File: config.mk
export PLATFORM = sky130hd
export DESIGN_NAME = cfg_chain_loader
export DESIGN_NICKNAME = d
export VERILOG_FILES = /design/src/rtl/riptide_cfg_pkg.sv /design/src/rtl/cfg_rb_fifo.sv /design/src/rtl/cfg_chain_loader.sv
export SDC_FILE = /design/constraint.sdc
export NUM_CORES = 1
export LEC_CHECK = 0
export ABC_AREA = 1
export BUFFER_PORTS_ARGS = -buffer_cell sky130_fd_sc_hd__buf_2
export CAP_MARGIN = 0
export CORE_ASPECT_RATIO = 1.4
export CORE_UTILIZATION = 58
export CTS_BUF_LIST = sky130_fd_sc_hd__clkbuf_4 sky130_fd_sc_hd__clkbuf_8
export DETAILED_ROUTE_END_ITERATION = 8
export GPL_ROUTABILITY_DRIVEN = 0
export PLACE_DENSITY = 0.92
export SETUP_SLACK_MARGIN = 0.4
export SLEW_MARGIN = 20
export SYNTH_ARGS = -nofsm -noshare
export SYNTH_HDL_FRONTEND = slang
export SYNTH_SLANG_ARGS = --single-unit
export TNS_END_PERCENT = 30
File: constraint.sdc
create_clock -name clk -period 4.5 [get_ports clk]
set_input_delay 0.9 -clock clk [delete_from_list [all_inputs] [get_ports clk]]
set_output_delay 0.9 -clock clk [all_outputs]
set_load 0.01 [all_outputs]
File: src/rtl/riptide_cfg_pkg.sv
// Shared types and defaults for the PE configuration chain loader.
package riptide_cfg_pkg;

  localparam int DEFAULT_CFG_WIDTH = 32;

  typedef enum logic [1:0] {IDLE, LOAD, DRAIN, DONE} cfg_ld_state_e;

endpackage

File: src/rtl/cfg_rb_fifo.sv
// Two-entry readback FIFO holding words that fall out of the chain tail.
module cfg_rb_fifo
  import riptide_cfg_pkg::*;
#(
  parameter int CFG_WIDTH = DEFAULT_CFG_WIDTH
) (
  input  logic                 clk,
  input  logic                 rst,
  input  logic                 push,
  input  logic                 pop,
  input  logic                 flush,
  input  logic [CFG_WIDTH-1:0] wdata,
  output logic [1:0]           count,
  output logic [CFG_WIDTH-1:0] head
);

  logic [CFG_WIDTH-1:0] mem [2];
  logic                 wr_ptr;
  logic                 rd_ptr;
  logic                 do_push;
  logic                 do_pop;

  assign do_pop  = pop && (count != 2'd0);
  assign do_push = push && ((count != 2'd2) || do_pop);
  assign head    = mem[rd_ptr];

  always_ff @(posedge clk) begin
    if (rst) begin
      mem[0] <= '0;
      mem[1] <= '0;
      wr_ptr <= 1'b0;
      rd_ptr <= 1'b0;
      count  <= 2'd0;
    end else if (flush) begin
      wr_ptr <= 1'b0;
      rd_ptr <= 1'b0;
      count  <= 2'd0;
    end else begin
      if (do_push) begin
        mem[wr_ptr] <= wdata;
        wr_ptr      <= ~wr_ptr;
      end
      if (do_pop) rd_ptr <= ~rd_ptr;
      count <= count + {1'b0, do_push} - {1'b0, do_pop};
    end
  end

endmodule

File: src/rtl/cfg_chain_loader.sv
// Transmit end of the PE configuration daisy chain: shifts host words into the
// chain head and streams the displaced tail words back out.
module cfg_chain_loader
  import riptide_cfg_pkg::*;
#(
  parameter int CFG_WIDTH = DEFAULT_CFG_WIDTH,
  parameter int NUM_WORDS = 16
) (
  input  logic                 clk,
  input  logic                 rst,
  input  logic                 start,
  input  logic                 clear,
  input  logic                 in_valid,
  input  logic [CFG_WIDTH-1:0] in_data,
  output logic                 in_ready,
  output logic                 cfg_en,
  output logic [CFG_WIDTH-1:0] cfg_out,
  input  logic [CFG_WIDTH-1:0] cfg_tail,
  output logic                 rb_valid,
  output logic [CFG_WIDTH-1:0] rb_data,
  input  logic                 rb_ready,
  output logic                 busy,
  output logic                 done
);

  localparam int CNT_W = $clog2(NUM_WORDS + 1);
  localparam logic [CNT_W-1:0] LAST = CNT_W'(NUM_WORDS);

  cfg_ld_state_e  state;
  cfg_ld_state_e  state_nxt;
  logic [CNT_W-1:0] issued;
  logic [1:0]     fifo_count;
  logic [1:0]     credit_used;
  logic           rb_pop;
  logic           xfer;

  assign rb_valid = (fifo_count != 2'd0);
  assign rb_pop   = rb_valid && rb_ready;
  assign xfer     = in_valid && in_ready;

  // Entries left after this cycle's pop plus the push already in flight on
  // cfg_en; a new word is accepted only if its tail push will find room.
  assign credit_used = fifo_count - {1'b0, rb_pop} + {1'b0, cfg_en};

  always_comb begin
    state_nxt = state;
    in_ready  = 1'b0;
    busy      = (state != IDLE);
    done      = 1'b0;
    case (state)
      IDLE:  if (start) state_nxt = LOAD;
      LOAD: begin
        in_ready = (issued < LAST) && (credit_used < 2'd2);
        if ((issued == LAST) && !cfg_en) state_nxt = DRAIN;
      end
      DRAIN: if (fifo_count == 2'd0) state_nxt = DONE;
      DONE: begin
        done      = 1'b1;
        state_nxt = IDLE;
      end
      default: state_nxt = IDLE;
    endcase
    if (clear) state_nxt = IDLE;
  end

  always_ff @(posedge clk) begin
    if (rst) state <= IDLE;
    else     state <= state_nxt;
  end

  // Stage boundary: accepted host word -> chain head register.
  always_ff @(posedge clk) begin
    if (rst) begin
      issued  <= '0;
      cfg_en  <= 1'b0;
      cfg_out <= '0;
    end else begin
      cfg_en <= xfer && !clear;
      if (xfer && !clear) cfg_out <= in_data;
      if (clear || ((state == IDLE) && start)) issued <= '0;
      else if (xfer && (issued != LAST))      issued <= issued + 1'b1;
    end
  end

  cfg_rb_fifo #(
    .CFG_WIDTH (CFG_WIDTH)
  ) u_rb_fifo (
    .clk   (clk),
    .rst   (rst),
    .push  (cfg_en),
    .pop   (rb_pop),
    .flush (clear),
    .wdata (cfg_tail),
    .count (fifo_count),
    .head  (rb_data)
  );

endmodule

==> metrics.md <==
| Metric | Value |
|---|---|
| Share of post-route cells with drive strength above 1 | slightly above 30% |
| Busiest grt layer | met2 |
| Crit path buf inv count | 6 |
| Post-detailed-route count of antenna-violating nets | 0 |
| Fin crit period | 3.246 ns |
| DR DRC count | 0 |
| Worst setup SP type | input pin |
| CP arrival | 2.35 ns |
| Syn nets | 605 |
| Setup violators final | 0 |
| Crit-path max FO | 33 |
| H-tree level count | 3 |
| Clock Tree Root | clkbuf_8 |
| Post-CTS Setup Inserts | 0 |
| Synth warnings | 0 |
| Max Cap Viol | 0 |
| Sequential fraction of the synthesis area | a little under three fifths |
| Met3 Usage GRT | 5.246% |
| Drt pass-1 iters | 4 |
| Critical path endpoint category | output port |
| Slew Limit Fails | 0 |
| Global route overflow | 0 |
| TritonCTS Sinks | 109 |
| Final Skew | 0.009154 ns |
| Compound-cell area share of the yosys netlist | approximately 1.1% |
| GR met1 Demand/Resource | 25.00% |
| Fin cells | 760 |
| Synthesized cell area | 4977 um^2 |
| Worst hold path type | flip-flop to flip-flop |
| Vias post-DR | ~3800 |
| HP Start | u_rb_fifo.rd_ptr |
| Final Hold Fails | 0 |
| PortBufs | 138 |
| Met2 Use GR | approximately 46% |
| CP required | between 3 and 4 ns |
| LEAKAGE | 2.906 nW |
| R2r startpoint | u_rb_fifo.count[1] |
| CTS clock-pin slew for the worst setup and hold paths | roughly 0.090 ns |
| Register area | roughly 2800 um^2 |
| Cell Chain, Critical Path | buf_2 -> nand2_2 -> inv_1 -> ha_1 -> inv_1 -> nand2_1 -> nand3_2 -> inv_2 -> nor2_2 -> buf_4 -> buf_2 |
| CTS tree | built |
| CP peak stage delay | 0.33 ns |
| Adder-cell area share of the yosys netlist | ~2.5% |
| Crit path max-delay family | buffers and inverters |
| Maximum vdd drop | about 0.20 mV |
| Gr usage total | 24.02% |
| DRT iter0 DRCs | around 170 |
| Row Count | 39 |
| Clock latency on the worst-skew pair | 0.37 ns |
| Power density over cell area | 326.9 nW/um^2 |
| Status | finished clean |
| Slowest-stage cell, CP | buf_4 |
| Yosys reg bits | around 110 |
| Initial Utilization | roughly three fifths |
| Syn Area/Cell | 9.481 um^2 |
| Die height | 111.6 um |
| Final Net Count | between 700 and 800 |
| Launch point of the worst path | rb_ready |
| Detail Placement HPWL | about 7.2 mm |
| Setup tns final | 0 ns |
| Vias in the first global route | 3923 |
| Library cells used by synthesis | 29 |
| Post-synthesis simple-gate area fraction | between 20% and 30% |
| # fillers | approximately 610 |
| Worst setup margin | 1.254 ns |
| Multi-input gate area | roughly 1700 um^2 |
| Post-synthesis mux area share | 7.240% |
| Routed length per instance | between 10 and 15 um |
| Vias/cell | 5.051 |
| Slew HR | 38.84% |
| Worst Tran Pin Value | 0.9164 ns |
| Maximum root-to-sink buffer count | 2 |
| Pin count of the biggest net entering global routing | 35 |
| Mapped Cells | 525 |
| Hold buffers post-CTS | 0 |
| Post-cts resize count | 0 |
| DP Cell Count | 744 |
| Core area | 8247 um^2 |
| Post-synthesis xor/xnor area fraction | less than 1% |
| Diode count | 0 |
| Largest family of logic cells by synthesized area | simple AND/OR/NAND/NOR gates |
| First-pass GRT wire length | roughly 17 mm |
| Crit share post-route | 72.13% |
| Initial antenna violation count | 0 |
| WHS | approximately 0.46 ns |
| Layout area overhead | 18.45% |
| Place WS | 1.290 ns |
| Number of I/O pins | 139 |
| Die Wd | about 80 um |
| FMAX | 308.1 MHz |
| RSZ-0062 raised after global routing | false |
| Total CTS buffers | 9 |
| Crit Path Category | input pin to output port |
| Die ar. | 8961 um^2 |
| DRT Wirelength | 10.25 mm |
power breakdown:
group	internal [mW]	switching, mW
combinational	0.0679	0.103
clock	0.350	0.315
sequential	1.08	0.0112
layout by cell type (no fill, tap or decap), drive strengths merged:
cell type and count:
a21oi 9, buf 143, bufinv 2, clkbuf 12
clkinv 3, dfxtp 45, edfxtp 64, ha 10
inv 87, mux2 32, nand2 62, nand3 7
nand4 35, nor2 140, o21ai 2, or2 2
xnor2 1, xor2 2
state kept, by name (all words and copies together) (netlist names), named ones only:
signal,flops
cfg_out,32
cfg_en,1
u_rb_fifo.mem,64
u_rb_fifo.wr_ptr,1
u_rb_fifo.count,2
issued,5
u_rb_fifo.rd_ptr,1
state,2
path summary, 6_finish.rpt:
kind | endpoint | slack (ns) | depth (start not counted)
setup reg to reg | cfg_out[23] | 2.21 | 12
setup / recovery | in_ready | 1.25 | 11
hold reg to reg | flip-flop | 0.46 | 1
hold / removal | flip-flop | 0.46 | 1
metrics by stage:
stage	power, mW	util, %	area [um^2]
floorplan	1.214	-	4977
finish	1.928	71.49	5896
detailed placement	1.286	68.68	5664
CTS	1.944	71.49	5896
global placement	1.278	68.68	5664
global route	1.995	71.49	5896
layout make-up:
cell class	instances	area share, %
multi-input cells	302	28.06
inverters	88	5.624
well taps	102	2.165
repair buffers	143	12.35
clock buffers	12	2.695
flip-flops and latches	109	47.88
clock inverters	4	1.231
cell usage after synthesis, drive strengths merged:
library cell    n  area, um^2
or2             2       12.51
nand3           7       57.56
ha             10       125.1
buf            18       138.9
xor2            2       17.52
nand2          62       240.2
nor2          140       543.0
clkinv          2       8.750
clkbuf          8       30.03
xnor2           1       8.760
a21oi           9       45.04
o21ai           2       10.01
inv            86       322.8
nand4          35       234.0
dfxtp          45       900.9
edfxtp         64        1922
mux2           32       360.3
cells by family after synthesis:
family | after synthesis
multiplexers | 32
adder cells (fa/ha/maj) | 10
buffers and inverters | 114
XOR/XNOR | 3
flip-flops | 109
AND/OR/NAND/NOR | 246
AO/OA/AOI/OAI | 11
routing by layer:
| metal | vias up | share of wire [%] |
|---|---|---|
| met5 | - | 0 |
| met1 | 1780 | 39 |
| met3 | 13 | 5.4 |
| li1 | 1915 | - |
| met2 | 131 | 55 |
| met4 | 0 | 0.99 |
(Power assumes the default switching activity.)
